--- config.mk ---
export PLATFORM = sky130hd
export DESIGN_NAME = store_drain
export DESIGN_NICKNAME = d
export VERILOG_FILES = /design/src/rtl/store_drain.sv
export SDC_FILE = /design/constraint.sdc
export NUM_CORES = 1
export LEC_CHECK = 0
export CAP_MARGIN = 20
export CORE_MARGIN = 4
export CORE_UTILIZATION = 41
export DETAILED_ROUTE_END_ITERATION = 8
export GPL_ROUTABILITY_DRIVEN = 0
export GPL_TIMING_DRIVEN = 0
export HOLD_SLACK_MARGIN = 0.06
export PLACE_DENSITY = 0.91
export SYNTH_ARGS = -nofsm -noshare
export SYNTH_HDL_FRONTEND = slang
export SYNTH_SLANG_ARGS = --single-unit
--- constraint.sdc ---
create_clock -name clk_i -period 3.73 [get_ports clk_i]
set_clock_uncertainty 0.2 [all_clocks]
set_input_delay 0.373 -clock clk_i [delete_from_list [all_inputs] [get_ports clk_i]]
set_output_delay 0.373 -clock clk_i [all_outputs]
set_load 0.1 [all_outputs]
--- src/rtl/store_drain.sv ---
// rtl/store_drain.sv - one-entry store drain buffer between store queue and D-cache write port
// Optional feature macro: STORE_DRAIN_TAG_CHECK_EN (commit-tag FIFO and sticky tag_err_o)
module store_drain #(
    parameter int ROB_IDX_WIDTH = 6,
    parameter int ADDR_WIDTH    = 32,
    parameter int DATA_WIDTH    = 32,
    parameter int SQ_DEPTH      = 16
) (
    input  logic                             clk_i,
    input  logic                             rst_ni,
    input  logic                             flush_i,
    input  logic                             commit_valid_i,
    input  logic [ROB_IDX_WIDTH-1:0]         commit_rob_tag_i,
    input  logic                             sq_head_valid_i,
    input  logic [ROB_IDX_WIDTH-1:0]         sq_head_rob_tag_i,
    input  logic [ADDR_WIDTH-1:0]            sq_head_addr_i,
    input  logic [DATA_WIDTH-1:0]            sq_head_data_i,
    input  logic [DATA_WIDTH/8-1:0]          sq_head_be_i,
    output logic                             sq_pop_valid_o,
    output logic                             mem_req_valid_o,
    input  logic                             mem_req_ready_i,
    output logic [ADDR_WIDTH-1:0]            mem_req_addr_o,
    output logic [DATA_WIDTH-1:0]            mem_req_data_o,
    output logic [DATA_WIDTH/8-1:0]          mem_req_be_o,
    input  logic                             mem_resp_valid_i,
    output logic [$clog2(SQ_DEPTH+1)-1:0]    pending_o,
    output logic                             drain_idle_o,
    output logic                             tag_err_o
);

    localparam int CNT_W = $clog2(SQ_DEPTH + 1);
    localparam int BE_W  = DATA_WIDTH / 8;
    localparam logic [CNT_W-1:0] PEND_MAX = CNT_W'(SQ_DEPTH);
    localparam logic [CNT_W-1:0] PEND_ONE = CNT_W'(1);

    typedef enum logic [1:0] {
        S_IDLE = 2'd0,
        S_REQ  = 2'd1,
        S_RESP = 2'd2
    } state_t;

    state_t                   r_state;
    state_t                   w_state_nxt;
    logic [CNT_W-1:0]         r_pend;
    logic                     w_pop;
    logic                     w_req_valid;

    logic [ADDR_WIDTH-1:0]    r_buf_addr;
    logic [DATA_WIDTH-1:0]    r_buf_data;
    logic [BE_W-1:0]          r_buf_be;
    logic [ROB_IDX_WIDTH-1:0] r_buf_tag;

    // FSM state register; reset drops any in-flight store immediately
    always_ff @(posedge clk_i or negedge rst_ni) begin
        if (!rst_ni) begin
            r_state <= S_IDLE;
        end else begin
            r_state <= w_state_nxt;
        end
    end

    // Next-state and control decode; pop only uses the registered count, so a
    // commit in the same cycle cannot release its own store
    always_comb begin
        w_state_nxt = r_state;
        w_pop       = 1'b0;
        w_req_valid = 1'b0;
        case (r_state)
            S_IDLE: begin
                w_pop = sq_head_valid_i && (r_pend != '0);
                if (w_pop) begin
                    w_state_nxt = S_REQ;
                end
            end
            S_REQ: begin
                w_req_valid = 1'b1;
                if (mem_req_ready_i) begin
                    w_state_nxt = S_RESP;
                end
            end
            S_RESP: begin
                if (mem_resp_valid_i) begin
                    w_state_nxt = S_IDLE;
                end
            end
            default: begin
                w_state_nxt = S_IDLE;
            end
        endcase
    end

    // Committed-but-not-popped counter; flush never touches it because
    // committed stores are architectural
    always_ff @(posedge clk_i or negedge rst_ni) begin
        if (!rst_ni) begin
            r_pend <= '0;
        end else if (commit_valid_i && !w_pop) begin
            r_pend <= r_pend + PEND_ONE;
        end else if (!commit_valid_i && w_pop) begin
            r_pend <= r_pend - PEND_ONE;
        end
    end

    // Drain buffer captures the SQ head on pop and holds it until the write completes
    always_ff @(posedge clk_i or negedge rst_ni) begin
        if (!rst_ni) begin
            r_buf_addr <= '0;
            r_buf_data <= '0;
            r_buf_be   <= '0;
            r_buf_tag  <= '0;
        end else if (w_pop) begin
            r_buf_addr <= sq_head_addr_i;
            r_buf_data <= sq_head_data_i;
            r_buf_be   <= sq_head_be_i;
            r_buf_tag  <= sq_head_rob_tag_i;
        end
    end

    assign sq_pop_valid_o  = w_pop;
    assign mem_req_valid_o = w_req_valid;
    assign mem_req_addr_o  = w_req_valid ? r_buf_addr : '0;
    assign mem_req_data_o  = w_req_valid ? r_buf_data : '0;
    assign mem_req_be_o    = w_req_valid ? r_buf_be   : '0;
    assign pending_o       = r_pend;
    assign drain_idle_o    = (r_pend == '0) && (r_state == S_IDLE);

    // The buffered tag is kept for debug visibility; flush only matters upstream
    logic w_unused_misc;
    assign w_unused_misc = ^{flush_i, r_buf_tag};

`ifdef STORE_DRAIN_TAG_CHECK_EN
    localparam int PTR_W = (SQ_DEPTH > 1) ? $clog2(SQ_DEPTH) : 1;
    localparam logic [PTR_W-1:0] PTR_LAST = PTR_W'(SQ_DEPTH - 1);
    localparam logic [PTR_W-1:0] PTR_ONE  = PTR_W'(1);

    logic [ROB_IDX_WIDTH-1:0] r_tag_mem [SQ_DEPTH];
    logic [PTR_W-1:0]         r_wr_ptr;
    logic [PTR_W-1:0]         r_rd_ptr;
    logic                     r_tag_err;

    // Tag FIFO storage; occupancy mirrors r_pend so no separate count is kept
    always_ff @(posedge clk_i) begin
        if (commit_valid_i) begin
            r_tag_mem[r_wr_ptr] <= commit_rob_tag_i;
        end
    end

    // FIFO pointers wrap explicitly so non-power-of-two depths work
    always_ff @(posedge clk_i or negedge rst_ni) begin
        if (!rst_ni) begin
            r_wr_ptr <= '0;
            r_rd_ptr <= '0;
        end else begin
            if (commit_valid_i) begin
                r_wr_ptr <= (r_wr_ptr == PTR_LAST) ? '0 : r_wr_ptr + PTR_ONE;
            end
            if (w_pop) begin
                r_rd_ptr <= (r_rd_ptr == PTR_LAST) ? '0 : r_rd_ptr + PTR_ONE;
            end
        end
    end

    // Sticky mismatch flag; a bad tag is reported but the store still drains
    always_ff @(posedge clk_i or negedge rst_ni) begin
        if (!rst_ni) begin
            r_tag_err <= 1'b0;
        end else if (w_pop && (r_tag_mem[r_rd_ptr] != sq_head_rob_tag_i)) begin
            r_tag_err <= 1'b1;
        end
    end

    assign tag_err_o = r_tag_err;
`else
    logic w_unused_tags;
    assign w_unused_tags = ^{commit_rob_tag_i, sq_head_rob_tag_i};
    assign tag_err_o     = 1'b0;
`endif

    // The ROB must never retire more stores than the SQ can hold
    a_no_overflow: assert property (@(posedge clk_i) disable iff (!rst_ni)
        !(commit_valid_i && (r_pend == PEND_MAX) && !w_pop));

    // A pop always consumes a counted commit
    a_no_underflow: assert property (@(posedge clk_i) disable iff (!rst_ni)
        !(w_pop && (r_pend == '0)));

endmodule

After elaboration in Yosys (flattened, before gate mapping)
Cells that the tools add are included.
- bits in registers: 75
- bits of input ports: 87
- $add $sub $neg: 2
- eq/ne operators: 5
- muxes and demuxes: 11
- reduce and logical (&&, ||, !) cells: 11
- operators with widths (cell ; count):
    two-way mux 32 bit ; 2
    two-way mux 5 bit ; 2
    two-way mux 2 bit ; 3
    != test 2 bit (second input constant) ; 3
    one-hot mux 2 bit (3 select lines) ; 1
    adder 5 x 1 -> 5 bit (second input constant) ; 1
    logical NOT 5 bit ; 1
    nonzero test 5 bit ; 1
    subtractor 5 x 1 -> 5 bit (second input constant) ; 1
    logical AND 1 bit ; 4
    two-way mux 4 bit ; 1
    AND reduction 3 bit ; 1
    equality test 2 x 1 -> 1 bit (second input constant) ; 1
    equality test 2 bit (second input constant) ; 1
    logical NOT 1 bit ; 2
    logical NOT 2 bit ; 1
    two-way mux 1 bit ; 2
    nonzero test 2 bit ; 1

Logic depth before layout (Yosys ltp)
- depth after elaboration: 6
- gate-level depth with buffers: 9

Worst setup path after synthesis
Ideal clock, no wire load.
- path kind: reg-to-output
- start: register r_pend[0] (netlist: pending_o[0])
- end: output drain_idle_o
- arrival time: 4273 ps
- setup slack: -1116 ps
- cell stages (with the launch flop): 3
- buffers on the path: 0
- cell sequence: dfrtp_1 or4_4 nor4_1
- cells in the longest elaborated chain, start to end: 2
- ends and longest elaborated chain (element ; RTL line ; source):
    from (decl) ; 44 ; logic [CNT_W-1:0] r_pend;
    from (signal assigned) ; 98 ; r_pend <= r_pend + PEND_ONE;
    from (signal assigned) ; 100 ; r_pend <= r_pend - PEND_ONE;
    logical NOT 5 bit ; 125 ; assign drain_idle_o = (r_pend == '0) && (r_state == S_IDLE);
    logical AND 1 bit ; 125 ;
    to (decl) ; 27 ; output logic drain_idle_o,
No other way between the ends.

Final worst setup path
- start: register r_pend[2] (netlist: pending_o[2])
- end: output sq_pop_valid_o
- cells in the longest elaborated chain, start to end: 3
- ends and longest elaborated chain (element ; RTL line ; source):
    nonzero test 5 bit ; 70 ; w_pop = sq_head_valid_i && (r_pend != '0);
    logical AND 1 bit ; 70 ;
    two-way mux 1 bit ; 68 ; case (r_state)
    to (decl) ; 19 ; output logic sq_pop_valid_o,
No other way between the ends.

==> reports/summary.txt <==
Ys Warns: 0
grt ovf: 0
critical path class: reg2out
Commonest cells post-synth: dfrtp_1 (75), mux2_2 (69), and2_1 (68), clkbuf_1 (8), buf_6 (7)
worst hold path type: reg2reg
die span in y: 101 µm
routed vias/inst: 4.81
#FFs+latches synth: 75
H-tree depth: 3
synthesized area: 0.00351 mm²
final antenna-violating net count: 0
Crit path arrival time: 2980 ps
clock-pin slew on the worst setup and hold paths: 80 ps
Multi-input gate area: 0.00151 mm²
normalized max-slew margin: 0.331
number of global-route vias before repair: 2917
Inserted Clock Buffers: 9
worst reg2reg startpoint: pending_o[2]$_DFFE_PN0P_
initial drt markers: 37
worst-path fanout max: 10
Syn Area/Cell: 12.9 µm²
reg-to-reg slack, setup: 280 ps
CTS Buffer Depth: 2
synth top area cells: dfrtp_1 (53%), mux2_2 (22%), and2_1 (12%), buf_6 (2.2%), ha_1 (1.4%)
top_reg_cell synth: dfrtp_1
Nets: 526
Max Cap Violations: 0
Final Worst Setup Slack: 177 ps
Layout area overhead: 54.9%
Placeable Area: 0.00826 mm²
Detailed Routing Iterations Pass 1: 4
syn nets: 364
Register-to-Register Path Depth: 9
Routed WL: 8420 µm
pin count of the biggest net entering global routing: 41
area taken by flip-flops and latches: 0.00188 mm²
Post-CTS Setup Bufs: 0
first-pass GRT wire length: 13900 µm
root buffer cell: clkbuf_8
fraction of registers with async set/reset: 1.00
Worst setup SP type: register
Netlist cell types: 30
die area: 0.0101 mm²
hold slack: 299 ps
CP max-delay cell: clkdlybuf4s50_1
Post-synth EDFFs: 0
detailed-route DRC error count: 0
final hold violation count: 0
insertion delay to the later sink of the worst-skew pair: 330 ps
wire length per cell: 15.5 µm
antenna violations before repair: 0
worst-margin pin slew: 1000 ps
Yosys top cell area share: 0.534
Synth Instances: 272
via count: 2614
DP HPWL: 6430 µm
Reg-to-Reg End: pending_o[4]$_DFFE_PN0P_
ant diodes: 0
fraction of layout cells with a size suffix above 1: 0.221
number of port buffers: 149
crit path capture: sq_pop_valid_o
FMAX: 0.281 GHz
sequential-to-total area share from yosys stat: 0.534
Critical Path RT: 3160 ps
Setup crit end kind: primary output
CTS Sinks: 75
outcome: finished, final reports clean
I/O Pins: 164
Setup violations, final: 0
area leader, netlist: dfrtp_1
chip width: 101 µm
Setup WS pre-CTS: 296 ps
GRT Total Usage: 0.173
max-slew violations: 0
slowest stage delay, CP: 960 ps
Initial Util: 0.425
most common cell in the netlist: dfrtp_1
Fillers: 641
period utilization: 0.953
# rows: 33
CP cell instances: or4_4 > o211ai_4 > buf_6 > inv_1 > clkdlybuf4s50_1
Critical Path Source: pending_o[2]$_DFFE_PN0P_
CTS tree: built
min Tclk post-route: 3550 ps
-- how the worst min path moves through the flow --
stage                               start                         end  slack, ps  cells after the start
3_3_place_gp    r_buf_data[5]$_DFFE_PN0P_   r_buf_data[5]$_DFFE_PN0P_        280                      1
2_1_floorplan                      rst_ni    pending_o[0]$_DFFE_PN0P_       -120                      0
3_5_place_dp                       rst_ni  r_buf_addr[16]$_DFFE_PN0P_        170                      1
6_report       r_buf_addr[28]$_DFFE_PN0P_  r_buf_addr[28]$_DFFE_PN0P_        300                      1
5_1_grt        r_buf_addr[12]$_DFFE_PN0P_  r_buf_addr[12]$_DFFE_PN0P_        320                      1
4_1_cts         r_buf_addr[8]$_DFFE_PN0P_   r_buf_addr[8]$_DFFE_PN0P_        300                      1
-- logic make-up after synthesis --
family / count (synthesis) / share of synthesized area
other: 1 / 0.00107
XOR/XNOR: 2 / 0.00499
flip-flops: 75 / 0.534
AO/OA/AOI/OAI: 11 / 0.0235
buffers and inverters: 20 / 0.0374
multiplexers: 70 / 0.224
adder cells (fa/ha/maj): 5 / 0.0199
AND/OR/NAND/NOR: 88 / 0.155
-- cell type report --
cell class | instances | share of cell area
flip-flops and latches | 75 | 0.345
repair buffers | 151 | 0.292
multi-input cells | 177 | 0.278
clock buffers | 11 | 0.0260
well taps | 105 | 0.0241
plain buffers | 17 | 0.0221
clock inverters | 5 | 0.0113
inverters | 3 | 0.00207
-- sequential cells by signal, summed over array words and instances (netlist names) --
| register | cells |
|---|---|
| pending_o | 5 |
| r_buf_addr | 32 |
| r_buf_be | 4 |
| r_buf_data | 32 |
| r_state | 2 |
-- timing repair --
item                                    4_1_cts  5_1_grt
hold endpoints to repair                     35        0
resized for setup                             0       28
endpoints found under the setup margin        0       28
hold buffers                                  1        0
-- placed cells by master (no fill, tap or decap), types with 3 or more instances in the layout --
master / count
a21oi_1: 4
and2_1: 68
buf_6: 7
clkbuf_1: 9
clkbuf_8: 10
clkdlybuf4s50_1: 120
clkinvlp_4: 3
dfrtp_1: 75
dlymetal6s2s_1: 28
ha_1: 4
inv_1: 3
mux2_2: 69
nand2_1: 4
nand3_1: 3
o21ai_0: 3
-- per-layer routing --
| metal | track usage | up-vias | routed length (µm) |
|---|---|---|---|
| met5 | 0 | - | 0 |
| met4 | 0.0466 | 0 | 84 |
| li1 | - | 1246 | - |
| met1 | 0.208 | 1262 | 3400 |
| met3 | 0.0540 | 10 | 652 |
| met2 | 0.300 | 96 | 4290 |
-- critical path: cells and delay by family, from the launching register on --
family                 cells  cell delay, ps
flip-flops                 1             410
buffers and inverters      3            1230
AO/OA/AOI/OAI              1             430
AND/OR/NAND/NOR            1             580
-- per-stage QoR --
step | area [µm²] | std cells | TNS, ps | util
after floorplan | 3520 | 272 | 0 | -
after global routing | 5440 | 544 | -5.24 | 0.659
after detailed placement | 5160 | 527 | 0 | 0.625
after global placement | 5140 | 526 | -34860 | 0.623
final | 5440 | 544 | 0 | 0.659
after CTS | 5370 | 544 | 0 | 0.651
Power is not shown: default switching activity piles up to over one toggle a cycle in this logic, so the estimate is an artifact.
==> patch: new RTL, same flow settings <==
Set the parameter `ADDR_WIDTH` to 64 (it was 32).
--- a/src/rtl/store_drain.sv
+++ b/src/rtl/store_drain.sv
@@ -2,7 +2,7 @@
 // Optional feature macro: STORE_DRAIN_TAG_CHECK_EN (commit-tag FIFO and sticky tag_err_o)
 module store_drain #(
     parameter int ROB_IDX_WIDTH = 6,
-    parameter int ADDR_WIDTH    = 32,
+    parameter int ADDR_WIDTH    = 64,
     parameter int DATA_WIDTH    = 32,
     parameter int SQ_DEPTH      = 16
 ) (
Ports: changed (resized mem_req_addr_o and sq_head_addr_i); port bits go from 164 to 228. No check against the original RTL was run, so the function may have changed too.
==> patch against the original RTL <==
  * Area after synthesis increased by 48%
  * Sequential cell count increased by 32
  * First-iteration DRC count increased to 3.9 times the old value
  * Routed wire length increased by 60%
  * Setup slack got worse by 43 ps
  * Largest cell class unchanged
  * Final area increased by 44%
Power is not shown: default switching activity piles up to over one toggle a cycle in this logic, so the estimate is an artifact.
==> patch: results (changes against the original RTL) <==
| Metric | Value |
|---|---|
| Yosys cell types | `33 (+10%)` |
| Metal2 WL | `6955 um (+62%)` |
| Vias per cell | `4.780 (-0.53%)` |
| Hold Slack | `289.3 ps (-10.14 ps)` |
| Synth Area in Adders | `1.346% (-0.65 points)` |
| DR iter-0 viols | `143 (+290%)` |
| Nonclk buf count | `239 (+42%)` |
| First-pass GRT wire length | `21,380 um (+53%)` |
| Tightest Pin Transition | `1018 ps (+16.45 ps)` |
| Total Routing Usage GR | `18.77% (+1.5 points)` |
| Met3 WL post-DR | `779 um (+19%)` |
| Sequential element share of the synthesized area | `51.44% (-2.0 points)` |
| Root buf cell | `clkbuf_16` |
| Clkbuf count | `12 (+1)` |
| HPWL after DPL | `10,450 um (+63%)` |
| DP Cell Count | `757 (+44%)` |
| Drt pass-1 iters | `6 (+2)` |
| Register-to-register setup slack | `250 ps (-30 ps)` |
| Routed WL | `13,470 um (+60%)` |
| Compound-cell area share of the yosys netlist | `1.587% (-0.76 points)` |
| Total Nets Final | `725 (+38%)` |
| Met1 usage in global routing | `21.39% (+0.63 points)` |
| #MultiIn Comb | `241 (+36%)` |
| Mapped Avg Cell Area | `13.88 um^2 (+7.5%)` |
| Largest net degree at the start of global routing | `60 (+46%)` |
| Met3 usage | `4.537% (-0.86 points)` |
| Syn nets | `499 (+37%)` |
| Layout Cells excl Fill | `772 (+42%)` |
| Fillers | `981 (+53%)` |
| Area contributors post-synth | `dfrtp_1 51%, mux2_4 17%, and2_1 12%` |
| Vias in the first global route | `4,069 (+39%)` |
| Synth-to-layout area growth | `50.24%` |
| NonClk Buf Share | `29.50% (-1.9 points)` |
| Proportion of synthesized area in mux cells | `26.37% (+4.0 points)` |
| Commonest cells in the netlist | `107 x dfrtp_1, 100 x and2_1, 60 x mux2_4, 34 x mux2_2, 11 x clkbuf_1` |
| Area after DPL | `7579 um^2 (+47%)` |
| Critical Path AT | `3020 ps (+40 ps)` |
| R2r worst-path depth | `10 (+1)` |
| Post-CTS sizing | `70 (+70)` |
| Reg-to-reg critical path startpoint | `pending_o[4]` |
| Layout cells sized above 1 | `20.53% (-1.6 points)` |
| CTS Sinks | `107 (+43%)` |
| IO buf count | `213 (+43%)` |
| TAP cells | `168 (+60%)` |
| Slowest Stage Delay on Critical Path | `960 ps (about the same)` |
| Synth Area in XOR/XNOR | `0.3365% (-0.16 points)` |
| Worst slack, placed | `204.4 ps (-91.22 ps)` |
| Hold path endpoint | `r_buf_addr[38]` |
| Fraction of area in clock buffers and inverters | `4.048% (+0.32 points)` |
| Hold path start | `r_buf_addr[38]` |
| Status | `finished, final reports clean` |
| Metal-1 WL | `5309 um (+56%)` |
| GR Util met2 | `33.39% (+3.4 points)` |
[patch: cell families after synthesis]
group	count (synthesis)
AND/OR/NAND/NOR	120
flip-flops	107
multiplexers	102
buffers and inverters	27
AO/OA/AOI/OAI	11
adder cells (fa/ha/maj)	5
XOR/XNOR	2
other	1
[patch: how the worst max path moves through the flow]
stage,slack [ps],cells past startpoint,start,endpoint
finish,130,6,pending_o[4],sq_pop_valid_o
global route,3,5,r_state[0],mem_req_data_o[5]
CTS,100,5,r_state[0],mem_req_addr_o[29]
detailed placement,200,5,r_state[0],mem_req_data_o[4]
global placement,-1850,1,rst_ni,r_buf_addr[57]
floorplan,70,2,pending_o[0],drain_idle_o
[patch: worst max-delay path: cells and delay by family (launching register included)]
| family | cells | cell delay [ps] |
|---|---|---|
| buffers and inverters | 4 | 1410 |
| AND/OR/NAND/NOR | 1 | 560 |
| flip-flops | 1 | 450 |
| AO/OA/AOI/OAI | 1 | 250 |
